**config.mk**
```make
export PLATFORM = sky130hd
export DESIGN_NAME = hit_resolver
export DESIGN_NICKNAME = d
export VERILOG_FILES = /design/src/rtl/fighter_pkg.sv /design/src/rtl/hitbox_overlap.sv /design/src/rtl/hit_resolver.sv
export SDC_FILE = /design/constraint.sdc
export NUM_CORES = 1
export LEC_CHECK = 0
export CAP_MARGIN = 20
export CORE_ASPECT_RATIO = 1.1
export CORE_MARGIN = 1.5
export CORE_UTILIZATION = 45
export CTS_BUF_LIST = sky130_fd_sc_hd__clkbuf_4 sky130_fd_sc_hd__clkbuf_8 sky130_fd_sc_hd__clkbuf_16
export CTS_CLUSTER_SIZE = 12
export DETAILED_ROUTE_END_ITERATION = 10
export GPL_ROUTABILITY_DRIVEN = 0
export PLACE_DENSITY = 0.69
export SYNTH_ARGS = -nofsm -noshare
export SYNTH_HDL_FRONTEND = slang
export SYNTH_HIERARCHICAL = 1
export SYNTH_SLANG_ARGS = --single-unit
export TNS_END_PERCENT = 100
```
**constraint.sdc**
```tcl
create_clock -name clk -period 2.5 [get_ports clk]
set_input_delay 0.5 -clock clk [delete_from_list [all_inputs] [get_ports clk]]
set_output_delay 0.5 -clock clk [all_outputs]
set_load 0.05 [all_outputs]
```
**src/rtl/fighter_pkg.sv**
```systemverilog
// Shared fighter-game definitions: attack type codes, default position width
// and the hit resolver state encoding.
package fighter_pkg;

    // Default width of horizontal screen positions
    localparam int DEFAULT_X_W = 10;

    // Attack type codes carried on atk_type (3 is unused and means no attack)
    localparam logic [1:0] ATK_NONE = 2'd0;
    localparam logic [1:0] ATK1     = 2'd1;
    localparam logic [1:0] ATK2     = 2'd2;

    // Hit resolver states
    typedef enum logic [1:0] {
        RS_ARMED     = 2'd0,
        RS_CONNECTED = 2'd1,
        RS_KO        = 2'd2
    } resolver_state_t;

endpackage

```
**src/rtl/hitbox_overlap.sv**
```systemverilog
// Combinational 1-D overlap test between the attacker hitbox (extending
// `reach` pixels in front of the attacker) and the defender hurtbox
// (def_x +/- half_w). Math is done two bits wider and signed so that boxes
// running off either screen edge never wrap.
module hitbox_overlap #(
    parameter int X_W = 10
) (
    input  logic [X_W-1:0] atk_x,
    input  logic           atk_facing,
    input  logic [X_W-1:0] reach,
    input  logic [X_W-1:0] def_x,
    input  logic [X_W-1:0] half_w,
    output logic           overlap
);

    localparam int SW = X_W + 2;

    logic signed [SW-1:0] ax;
    logic signed [SW-1:0] rc;
    logic signed [SW-1:0] dx;
    logic signed [SW-1:0] hw;
    logic signed [SW-1:0] hit_lo;
    logic signed [SW-1:0] hit_hi;
    logic signed [SW-1:0] hurt_lo;
    logic signed [SW-1:0] hurt_hi;

    // Build both boxes and test for overlap; touching edges count as a hit
    always_comb begin
        ax      = $signed({2'b00, atk_x});
        rc      = $signed({2'b00, reach});
        dx      = $signed({2'b00, def_x});
        hw      = $signed({2'b00, half_w});
        hit_lo  = atk_facing ? ax : (ax - rc);
        hit_hi  = atk_facing ? (ax + rc) : ax;
        hurt_lo = dx - hw;
        hurt_hi = dx + hw;
        overlap = (hit_lo <= hurt_hi) && (hurt_lo <= hit_hi);
    end

endmodule

```
**src/rtl/hit_resolver.sv**
```systemverilog
// Resolves one attacker->defender direction: registers at most one hit per
// attack instance, applies damage or chip damage, runs hit/block stun and
// flags KO. All game state advances only on SCEN frame ticks.
//
// Handshake: there is no valid/ready pair here; SCEN is a one-cycle strobe
// that the resolver always accepts, and hit_pulse/block_pulse are one-cycle
// strobes with no back-pressure, asserted on the edge after the SCEN sample.
module hit_resolver
    import fighter_pkg::*;
#(
    parameter int X_W              = DEFAULT_X_W,
    parameter int HEALTH_MAX       = 100,
    parameter int ATK1_DAMAGE      = 8,
    parameter int ATK2_DAMAGE      = 15,
    parameter int CHIP_DAMAGE      = 1,
    parameter int ATK1_REACH       = 40,
    parameter int ATK2_REACH       = 56,
    parameter int BODY_HALF_W      = 16,
    parameter int HITSTUN_FRAMES   = 12,
    parameter int BLOCKSTUN_FRAMES = 6
) (
    input  logic           clk,
    input  logic           reset,
    input  logic           SCEN,
    input  logic           round_reset,
    input  logic           atk_active,
    input  logic [1:0]     atk_type,
    input  logic           atk_busy,
    input  logic [X_W-1:0] atk_x,
    input  logic           atk_facing,
    input  logic [X_W-1:0] def_x,
    input  logic           def_blocking,
    output logic           hit_pulse,
    output logic           block_pulse,
    output logic [6:0]     def_health,
    output logic           def_stun,
    output logic [5:0]     stun_left,
    output logic           ko,
    output logic [1:0]     state_dbg
);

    resolver_state_t state;

    logic [X_W-1:0] reach_sel;
    logic           overlap;
    logic           valid_type;
    logic           connect;
    logic [6:0]     damage;
    logic [5:0]     stun_load;

    hitbox_overlap #(
        .X_W(X_W)
    ) u_overlap (
        .atk_x     (atk_x),
        .atk_facing(atk_facing),
        .reach     (reach_sel),
        .def_x     (def_x),
        .half_w    (X_W'(BODY_HALF_W)),
        .overlap   (overlap)
    );

    // Select reach, damage and stun load for the attack being sampled
    always_comb begin
        reach_sel  = (atk_type == ATK2) ? X_W'(ATK2_REACH) : X_W'(ATK1_REACH);
        valid_type = (atk_type == ATK1) || (atk_type == ATK2);
        connect    = (state == RS_ARMED) && atk_active && valid_type && overlap;
        if (def_blocking) begin
            damage    = 7'(CHIP_DAMAGE);
            stun_load = 6'(BLOCKSTUN_FRAMES);
        end else begin
            damage    = (atk_type == ATK2) ? 7'(ATK2_DAMAGE) : 7'(ATK1_DAMAGE);
            stun_load = 6'(HITSTUN_FRAMES);
        end
    end

    // Resolver FSM with health register, stun counter and one-cycle pulses
    always_ff @(posedge clk or posedge reset) begin
        if (reset) begin
            state       <= RS_ARMED;
            def_health  <= 7'(HEALTH_MAX);
            stun_left   <= '0;
            hit_pulse   <= 1'b0;
            block_pulse <= 1'b0;
        end else begin
            hit_pulse   <= 1'b0;
            block_pulse <= 1'b0;
            if (round_reset) begin
                state      <= RS_ARMED;
                def_health <= 7'(HEALTH_MAX);
                stun_left  <= '0;
            end else if (SCEN) begin
                case (state)
                    RS_ARMED: begin
                        if (connect) begin
                            hit_pulse   <= ~def_blocking;
                            block_pulse <= def_blocking;
                            if (damage >= def_health) begin
                                def_health <= '0;
                                stun_left  <= '0;
                                state      <= RS_KO;
                            end else begin
                                def_health <= def_health - damage;
                                stun_left  <= stun_load;
                                state      <= RS_CONNECTED;
                            end
                        end else if (stun_left != '0) begin
                            stun_left <= stun_left - 6'd1;
                        end
                    end
                    RS_CONNECTED: begin
                        if (!atk_busy) begin
                            state <= RS_ARMED;
                        end
                        if (stun_left != '0) begin
                            stun_left <= stun_left - 6'd1;
                        end
                    end
                    RS_KO: begin
                        stun_left <= '0;
                    end
                    default: begin
                        state <= RS_ARMED;
                    end
                endcase
            end
        end
    end

    assign def_stun  = (stun_left != '0);
    assign ko        = (state == RS_KO);
    assign state_dbg = state;

endmodule

```
== Word level (Yosys, flattened, before mapping) ==
Index checks and enable logic that the tools add are counted.

* $add $sub $neg: 6
* Order comparisons: 3
* Equal/unequal tests: 7
* Mux-type cells: 31
* Bitwise logic cells: 1
* Reductions and logical operators: 14

{| class="wikitable"
|+ Operators with widths
! kind !! number
|-
| two-way mux 7 bit || 5
|-
| two-way mux 6 bit || 5
|-
| less-or-equal comparator 12 bit || 2
|-
| two-way mux 12 bit || 2
|-
| case mux 6 bit (3 select lines) || 1
|-
| adder 10 x 5 -> 11 bit, second input constant || 1
|-
| adder 10 x 6 -> 11 bit || 1
|-
| subtractor 10 x 5 -> 11 bit, second input constant || 1
|-
| subtractor 10 x 6 -> 11 bit || 1
|-
| two-way mux 2 bit || 5
|-
| two-way mux 1 bit || 8
|-
| two-way mux 4 bit || 2
|-
| greater-or-equal comparator 7 bit || 1
|-
| subtractor 7 bit || 1
|-
| inequality test 3 bit, second input constant || 2
|-
| case mux 2 bit (3 select lines) || 1
|-
| nonzero test 2 bit || 3
|-
| nonzero test 6 bit || 1
|-
| subtractor 6 x 1 -> 6 bit, second input constant || 1
|-
| two-way mux 5 bit || 1
|-
| == test 2 x 1 -> 1 bit, second input constant || 2
|-
| == test 2 bit, second input constant || 2
|-
| logical AND 1 bit || 4
|-
| AND reduction 4 bit || 1
|-
| other kinds (8) || 8
|}

* Flip-flop bits (word level): 17
* Input bits: 30
* Word-level logic and storage cells: 67

== Logic depth before layout (Yosys ltp) ==
Gate-level depths: netlist of run 1.

* Depth after elaboration: 11
* Gate-level depth with buffers: 22

== By module ==
Netlist of run 1, hierarchy kept.

{| class="wikitable"
|+ By module, submodules not included
! module !! times used !! cells each !! area each (um^2) !! sequential area each (um^2)
|-
| hitbox_overlap || 1 || 353 || 2507.4 || 0.0
|-
| hit_resolver || 1 || 137 || 1201.2 || 429.2
|}

== Worst setup path before layout of run 1 ==
OpenSTA, ideal clock, no wires.

* Kind: input -> register
* From: input port atk_type[0]
* To: register stun_left[2]
* Library setup time: 124 ps
* Arrival time: 4026 ps
* Path slack: -1650 ps
* Stages: 22
* Path buffers: 1
* Path through: inv_1 > ha_1 > inv_1 > ha_1 > o21ai_0 > a21oi_1 > or2_2 > o21ai_0 > xnor2_1 > o21ai_0 > ha_1 > nand4_1 > a211oi_1 > a2111oi_1 > o31ai_1 > a21oi_1 > nand4b_1 > mux2i_1 > or3_1 > buf_6 > o21ai_0 > a211o_1

* Word-level cells in the longest chain between the ends: 11
* Elaborated cells on any way between the ends: 21
* Those cells by class: 2 x add/sub; 3 x order compare; 2 x eq/ne; 10 x mux; 4 x reduce/logical

{| class="wikitable"
|+ Ends and longest elaborated chain
! item !! RTL line !! RTL
|-
| start, declared || hit_resolver.sv:27 || <nowiki>input logic [1:0] atk_type,</nowiki>
|-
| == test 2 bit (*) || hit_resolver.sv:64 || <nowiki>reach_sel = (atk_type == ATK2) ? X_W'(ATK2_REACH) : X_W'(ATK1_REACH);</nowiki>
|-
| two-way mux 5 bit (*) || hit_resolver.sv:64 ||
|-
| net reach_sel[4] || hit_resolver.sv:44 || <nowiki>logic [X_W-1:0] reach_sel;</nowiki>
|-
| subtractor 10 x 6 -> 11 bit / adder 10 x 6 -> 11 bit (equally long branches) || hitbox_overlap.sv:33, hitbox_overlap.sv:34 ||
|-
| two-way mux 12 bit (on tied branches) || hitbox_overlap.sv:33, hitbox_overlap.sv:34 ||
|-
| less-or-equal comparator 12 bit || hitbox_overlap.sv:37 || <nowiki>overlap = (hit_lo <= hurt_hi) && (hurt_lo <= hit_hi);</nowiki>
|-
| logical AND 1 bit (*) || hitbox_overlap.sv:37 ||
|-
| net overlap || hit_resolver.sv:45 || <nowiki>logic overlap;</nowiki>
|-
| logical AND 1 bit (*) || hit_resolver.sv:66 || <nowiki>connect = (state == RS_ARMED) && atk_active && valid_type && overlap;</nowiki>
|-
| two-way mux 6 bit (*) || hit_resolver.sv:94 || <nowiki>if (connect) begin</nowiki>
|-
| case mux 6 bit (3 select lines) (*) || hit_resolver.sv:92 || <nowiki>case (state)</nowiki>
|-
| two-way mux 6 bit (*) || hit_resolver.sv:91 || <nowiki>end else if (SCEN) begin</nowiki>
|-
| two-way mux 6 bit (*) || hit_resolver.sv:87 || <nowiki>if (round_reset) begin</nowiki>
|-
| end signal, assigned || hit_resolver.sv:103 || <nowiki>stun_left <= stun_load;</nowiki>
|-
| end signal, assigned || hit_resolver.sv:107 || <nowiki>stun_left <= stun_left - 6'd1;</nowiki>
|-
| end signal, assigned || hit_resolver.sv:115 || <nowiki>stun_left <= stun_left - 6'd1;</nowiki>
|-
| end, declared || hit_resolver.sv:37 || <nowiki>output logic [5:0] stun_left,</nowiki>
|}

Mark *: on every way through the listed nets, which the timed path passes. The rest lies on a longest branch. The select of a mux whose other input is x is not followed.
A chain may end at the register's enable or synchronous reset.

== Final worst setup path of run 1 ==
* From: input port atk_x[1]
* To: register stun_left[5]

* Word-level cells in the longest chain between the ends: 9
* Elaborated cells on any way between the ends: 12
* Those cells by class: 2 x add/sub; 2 x order compare; 6 x mux; 2 x reduce/logical

{| class="wikitable"
|+ Ends and longest elaborated chain
! item !! RTL line !! RTL
|-
| start, declared || hit_resolver.sv:29 || <nowiki>input logic [X_W-1:0] atk_x,</nowiki>
|-
| subtractor 10 x 6 -> 11 bit / adder 10 x 6 -> 11 bit (equally long branches) || hitbox_overlap.sv:33, hitbox_overlap.sv:34 ||
|-
| two-way mux 12 bit (on tied branches) || hitbox_overlap.sv:33, hitbox_overlap.sv:34 ||
|-
| less-or-equal comparator 12 bit || hitbox_overlap.sv:37 ||
|-
| logical AND 1 bit (*) || hitbox_overlap.sv:37 ||
|-
| net overlap || hit_resolver.sv:45 ||
|-
| logical AND 1 bit (*) || hit_resolver.sv:66 ||
|-
| two-way mux 6 bit (*) || hit_resolver.sv:94 ||
|-
| case mux 6 bit (3 select lines) (*) || hit_resolver.sv:92 ||
|-
| two-way mux 6 bit (*) || hit_resolver.sv:91 ||
|-
| two-way mux 6 bit (*) || hit_resolver.sv:87 ||
|}

Marks and branches as above.

==> results.toml, run 1 <==
[run_status]
status = "finished, violations left"
violations = "setup timing"

[logic_synthesis]
synth_xor_area_share_pct = 4.72
yosysSeqAreaShare_pct = 11.6
synthArstFlopShare_pct = 100
synthCells = 490
synth_cell_types = 72
synth-simple-area-share_pct = 22.8
synth_top_family_by_area = "adder cells"
synth_enable_flop_cells = 0
syn_avg_cell_area_um2 = 7.57
synth-seq-cells = 17
synthMuxAreaShare_pct = 1.35
yosysWarningCount = 6
synth.area.top_cells = "ha_1 24%, dfrtp_1 9.4%, inv_1 5.7%"
synthFlopType = "dfrtp_1"
synth_top_area_share_pct = 23.6
yosysTopAreaCell = "ha_1"
synthAdderAreaFrac_pct = 26.3
synth_area_mm2 = 0.00371
synth_compound_area_share_pct = 25.1

[detailed_routing]
drt_iter0_drc = 262
wire_per_inst_um = 15.4
remaining_drc_errors = 0
viasPerCell = 5.46
drtPass1Iterations = 5
wirelength_um = 12500
drtAntennaViolNets = 0
vias = 4416

[timing]
finalClockSkew_ns = 0.00376
min_period_over_period_pct = 169
slew_headroom_pct = 53.8
finalHoldViolations = 0
setup_slack_ns = -1.71
setup_violations = 17
min_period_ns = 4.21
timing.fmax_mhz = 237
grt_setup_unrepaired = "yes"
worst_slew_pin_slew_ns = 0.692
finalMaxSlewViolations = 0

[setup_path]
slowest_stage = "or3_4"
r2r_slack_ns = 0.33
startpoint_type = "input pin"
max_stage_delay_ns = 0.40
cp.arrival_ns = 4.42
critPathTopFamily = "compound AO/OA/AOI/OAI gates"
crit_required_ns = 2.70
path_class = "input pin to flop"
crit_path_frequent_cell = "buf_6"
reg2reg_from = "state_dbg[0]$_DFFE_PP0P_"
worst-path-buf-inv = 3
worstReg2RegEnd = "stun_left[3]$_DFFE_PP0P_"
rr_worst_depth = 8
crit_fanout = 7
end_kind = "flop"
path_cells = "buf_6 -> ha_4 -> nor2b_4 -> o21ai_4 -> a211oi_4 -> a21o_1 -> buf_6 -> o21ai_2 -> a211o_1 -> ha_4 -> nand4_1 -> a211oi_4 -> a2111oi_4 -> a2111oi_2 -> a21oi_2 -> nand4b_1 -> mux2i_2 -> or3_4 -> buf_6 -> nor4_4 -> a21o_1"

[placement]
place_area_mm2 = 0.00533
dpl.hpwl_um = 8870
port_buffers = 48

[hold_path]
min_to = "def_health[5]$_DFFE_PP1P_"
hold_depth = 2
hold_class = "flop to flop"
holdCritStartpoint = "def_health[5]$_DFFE_PP1P_"

[global_routing]
met3_usage_pct = 3.63
met2_usage_pct = 48.2
use_met1_pct = 32.3
grt_busiest_layer = "met2"
grt_pass1_vias = 4390
grt_max_degree = 18
grt_pass1_wl_um = 19300
antenna_found_initial = 0
grt_overflow = 0
grt_util_all_layers_pct = 26.9

[floorplanning]
die_h_um = 98.2
ios = 49
die-area_mm2 = 0.00880
rows = 34
initial_core_util_pct = 46.6
core_region_area_mm2 = 0.00796
chipWidth_um = 89.6

[layout]
layout.nets = 807
areaGrowthSynthToFinish_pct = 67.1
final_cell_area_mm2 = 0.00620
drive_above_1_share_pct = 37.5
post-route-util_pct = 77.9
num_antenna_cells = 0

[clock_network]
clock_latency_ns = 0.26
cts-buffers-inserted = 3
cts_tree = "built"
clock_path_buffers = 2
cts.hold.buffers_added = 0
path_clk_slew_ns = 0.07
clock_sinks = 17
cts-root-buf = "clkbuf_8"
cts.htree.levels = 1

[job]
maxCapViolations = 0

[power_and_ir_drop]
p_leak_nw = 2.84
power.density_mw_per_mm2 = 493
irDropWorstVdd_v = 0.000474
flip-flops by register name, indices dropped and copies added (netlist names):
signal	flops
def_health	7
stun_left	6
state_dbg	2
block_pulse	1
hit_pulse	1
how the worst max path moves through the flow:
stage,startpoint,endpoint,slack [ns],cells past startpoint
5_1_grt,atk_type[0],stun_left[5]$_DFFE_PP0P_,-1.86,23
6_report,atk_x[1],stun_left[5]$_DFFE_PP0P_,-1.71,21
3_5_place_dp,def_x[2],stun_left[2]$_DFFE_PP0P_,-2.35,20
3_3_place_gp,atk_x[1],stun_left[2]$_DFFE_PP0P_,-2.21,19
4_1_cts,def_x[2],stun_left[2]$_DFFE_PP0P_,-1.58,20
2_1_floorplan,def_x[3],stun_left[2]$_DFFE_PP0P_,-1.44,21
per-layer routing:
layer  routed length, um  up-vias
met5                   0        -
met4                 470        0
met3                 442       51
met2                6570      139
met1                4980     2088
li1                    -     2138
kinds of logic (layout without fill, tap and decap cells):
family | count (synthesis) | in the layout
muxes | 5 | 5
buffers and inverters | 72 | 245
xor gates and xnor gates | 20 | 20
adders and majority gates | 75 | 75
other | 2 | 40
DFF | 17 | 17
AOI/OAI and AO/OA | 139 | 139
and+or+nand+nor | 160 | 160
worst register-to-register path: cells and delay by family (launching register included):
family / cells / cell delay, ns
adder cells (fa/ha/maj): 1 / 0.30
flip-flops: 1 / 0.46
AO/OA/AOI/OAI: 2 / 0.29
AND/OR/NAND/NOR: 3 / 0.77
buffers and inverters: 2 / 0.24
cell type report:
class / instances / area, um^2
flip-flops and latches: 17 / 429
well taps: 108 / 135
multi-input cells: 439 / 3840
clock buffers: 3 / 41.3
inverters: 56 / 218
clock inverters: 1 / 5.00
fillers: 543 / 1760
repair buffers: 185 / 1530
layout by cell type (no fill, tap or decap), types with 10 or more instances in the layout:
master             n
buf_4            126
inv_1             50
ha_1              50
conb_1            40
nand2_1           33
nor2_1            28
clkdlybuf4s50_1   28
a21oi_1           24
o21ai_0           20
ha_4              17
dfrtp_1           14
buf_6             14
nor3_1            12
xnor2_1           11
nand3_1           10
Yosys cell counts, drive strengths merged (4+ instances only):
library cell and number:
ha 70, inv 56, o21ai 37, nand2 35
nor2 35, a21oi 34, nor3 17, dfrtp 14
nor2b 13, xnor2 12, nand2b 10, nand3 10
a21o 9, clkbuf 9, o31ai 8, xor2 8
buf 7, nand4 6, o21a 6, or3 6
fa 5, mux2i 5, nor3b 5, nor4 5
or2 5, a2111oi 4, a221o 4, a31oi 4
nand3b 4, o311a 4
where the power goes:
part           switching [mW]  leakage (nW)  internal [mW]  total, mW
registers              0.0778         0.223          0.327      0.405
logic                    1.32          2.59           1.11       2.44
clock network           0.105        0.0255          0.111      0.216
total                    1.50          2.84           1.55       3.06
repair_timing:
item	CTS	global route
hold endpoints to repair	0	0
gates cloned	0	0
gates resized for setup	115	71
setup endpoints to repair	17	17
setup buffers	17	10
pin swaps	58	42
metrics by stage:
| step | power, mW | setup WS (ns) | hold slack [ns] | cells | setup TNS (ns) |
|---|---|---|---|---|---|
| detailed placement | 2.27 | -2.35 | 0.476 | 780 | -36.36 |
| global placement | 2.21 | -2.21 | 0.482 | 780 | -34.91 |
| finish | 3.06 | -1.71 | 0.485 | 809 | -25.58 |
| global route | 3.26 | -1.86 | 0.501 | 809 | -27.59 |
| CTS | 2.70 | -1.58 | 0.487 | 800 | -24.69 |
| floorplan | 1.62 | -1.44 | 0.424 | 528 | -20.13 |
(Power assumes the default switching activity.)
==> run 2: changes to the inputs <==
--- a/config.mk
+++ b/config.mk
@@ -13,6 +13,7 @@
 export CTS_CLUSTER_SIZE = 12
 export DETAILED_ROUTE_END_ITERATION = 10
 export GPL_ROUTABILITY_DRIVEN = 0
+export HOLD_SLACK_MARGIN = 0.15
 export PLACE_DENSITY = 0.69
 export SYNTH_ARGS = -nofsm -noshare
 export SYNTH_HDL_FRONTEND = slang
==> constraint.sdc (replaced) <==
create_clock -name clk -period 2.5 [get_ports clk]
set_input_delay 0.5 -clock clk [delete_from_list [all_inputs] [get_ports clk]]
set_output_delay 0.5 -clock clk [all_outputs]
set_load 0.02 [all_outputs]
==> run 2 against run 1 <==
  * The flow still finishes with violations (setup timing)
  * Die area is the same
  * First-iteration DRC count shrank 25%
  * Fmax grew 1.5%
  * Hold slack gained 0.034 ns
  * Clock skew grew 0.0026 ns
  * Sequential power is essentially flat
  * Highest routed layer unchanged
==> results.toml, run 2 (same netlist as run 1, synthesis figures left out) <==
[timing]
finalClockSkew_ns = 0.00631
setup_slack_ns = -1.65
worst_slew_pin_slew_ns = 0.699
timing.fmax_mhz = 241
slew_headroom_pct = 53.3
finalMaxSlewViolations = 0
min_period_ns = 4.15
finalHoldViolations = 0
grt_setup_unrepaired = "yes"
min_period_over_period_pct = 166
setup_violations = 17

[clock_network]
cts.htree.levels = 1
clock_latency_ns = 0.26
cts-buffers-inserted = 3
path_clk_slew_ns = 0.07
cts.hold.buffers_added = 0
clock_path_buffers = 2
clock_sinks = 17
cts-root-buf = "clkbuf_8"
cts_tree = "built"

[setup_path]
r2r_slack_ns = 0.43
path_class = "input pin to flop"
cp.arrival_ns = 4.29
cp-startpoint = "atk_x[1]"
crit_path_end = "stun_left[3]$_DFFE_PP0P_"
crit_required_ns = 2.64
startpoint_type = "input pin"
worstReg2RegEnd = "stun_left[3]$_DFFE_PP0P_"
crit_fanout = 7
rr_worst_depth = 8
reg2reg_from = "state_dbg[0]$_DFFE_PP0P_"
end_kind = "flop"

[global_routing]
grt_overflow = 0
grt_pass1_vias = 4404
grt_pass1_wl_um = 19200
grt_util_all_layers_pct = 26.8
antenna_found_initial = 0
grt_max_degree = 18

[layout]
layout.nets = 815
drive_above_1_share_pct = 37.1
num_antenna_cells = 0
final_common_cell = "buf_4"
post-route-util_pct = 78.0
final_cell_mix = "139 x buf_4, 51 x inv_1, 50 x ha_1, 40 x conb_1, 31 x nand2_1"
fin_cells = 817
areaGrowthSynthToFinish_pct = 67.3
largest_reg_flops = 7
max_flop_register = "def_health"

[placement]
port_buffers = 48
dpl.hpwl_um = 9010
place_inst = 788

[detailed_routing]
drtAntennaViolNets = 0
viasPerCell = 5.42
vias = 4426
drtPass1Iterations = 6
drt_iter0_drc = 197
wirelength_um = 12200
wire_per_inst_um = 15.0
remaining_drc_errors = 0

[power_and_ir_drop]
p_sw_mw = 1.28
irDropWorstVdd_v = 0.000247
p_sw_share_pct = 45.5
total_power_mw = 2.80
power.density_mw_per_mm2 = 451
comb_power_share_pct = 77.6
p_int_mw = 1.53
p_leak_nw = 2.86
pwr-share-clk_pct = 7.9
seqPwrFrac_pct = 14.6

[floorplanning]
rows = 34
die-area_mm2 = 0.00880
die_h_um = 98.2
chipWidth_um = 89.6
ios = 49
initial_core_util_pct = 46.6
core_region_area_mm2 = 0.00796

[run_status]
status = "finished, violations left"
violations = "setup timing"

[hold_path]
hold_class = "flop to flop"

[job]
maxCapViolations = 0
-- run 2: cell types whose count changed in the layout (fill, tap and decap cells not counted), sizes merged --
cell,delta
buf,+6
dlygate4sd2,+3
clkdlybuf4s50,+2
clkbuf,-4
clkdlybuf4s15,+1
-- run 2: metrics by stage --
stage | setup TNS, ns | setup WS [ns] | hold WS (ns) | instance area, um^2
2_1_floorplan | -20.08 | -1.44 | 0.424 | 3970
3_3_place_gp | -35.64 | -2.25 | 0.473 | 5390
3_5_place_dp | -37.54 | -2.48 | 0.489 | 5390
4_1_cts | -25.30 | -1.66 | 0.501 | 5930
5_1_grt | -26.92 | -1.75 | 0.529 | 6200
6_report | -24.61 | -1.65 | 0.520 | 6200
-- run 2: layout make-up --
cell class	count	area, um^2
Inverter	56	218
Tap cell	108	135
Fill cell	535	1750
Sequential cell	17	429
Multi-Input combinational cell	439	3780
Timing Repair Buffer	193	1590
Clock inverter	1	5.00
Clock buffer	3	41.3
-- run 2: critical path: stages --
cell      delay (ns)
buf_4           0.10
ha_4            0.20
nor2b_4         0.13
o21ai_4         0.19
a211oi_4        0.08
a21o_1          0.20
buf_6           0.13
o211a_1         0.22
a211o_1         0.26
ha_4            0.28
nand4_1         0.18
o31ai_2         0.44
o31ai_2         0.12
a21oi_1         0.19
nand4b_1        0.19
mux2i_1         0.24
or3_4           0.22
buf_4           0.13
a21oi_2         0.02
a221o_1         0.27
-- run 2: how the worst min path moves through the flow --
stage          depth (start not counted)                         to  slack [ns]                       from
2_1_floorplan                          1      block_pulse$_DFF_PP0_        0.42                      reset
3_3_place_gp                           2  def_health[5]$_DFFE_PP1P_        0.47  def_health[5]$_DFFE_PP1P_
3_5_place_dp                           2  def_health[5]$_DFFE_PP1P_        0.49  def_health[5]$_DFFE_PP1P_
4_1_cts                                2  def_health[5]$_DFFE_PP1P_        0.50  def_health[5]$_DFFE_PP1P_
5_1_grt                                2  def_health[5]$_DFFE_PP1P_        0.53  def_health[5]$_DFFE_PP1P_
6_report                               2  def_health[5]$_DFFE_PP1P_        0.52  def_health[5]$_DFFE_PP1P_
-- run 2: power by group through the flow --
stage	combinational, mW	clock (mW)	sequential (mW)
floorplan	1.00	0	0.451
global placement	1.67	0	0.398
detailed placement	1.73	0	0.403
CTS	1.94	0.224	0.402
global route	2.35	0.230	0.417
finish	2.17	0.220	0.408
-- run 2: what timing repair did --
| item | 4_1_cts | 5_1_grt |
|---|---|---|
| endpoints found under the setup margin | 17 | 17 |
| resized for setup | 103 | 56 |
| buffers inserted | 19 | 9 |
| pin swaps | 53 | 28 |
-- run 2: layer usage --
layer / track usage [%] / share of wire [%]
met1: 32.7 / 43
met2: 48.5 / 53
met3: 2.20 / 2.9
met4: 8.28 / 1.7
met5: 0 / 0
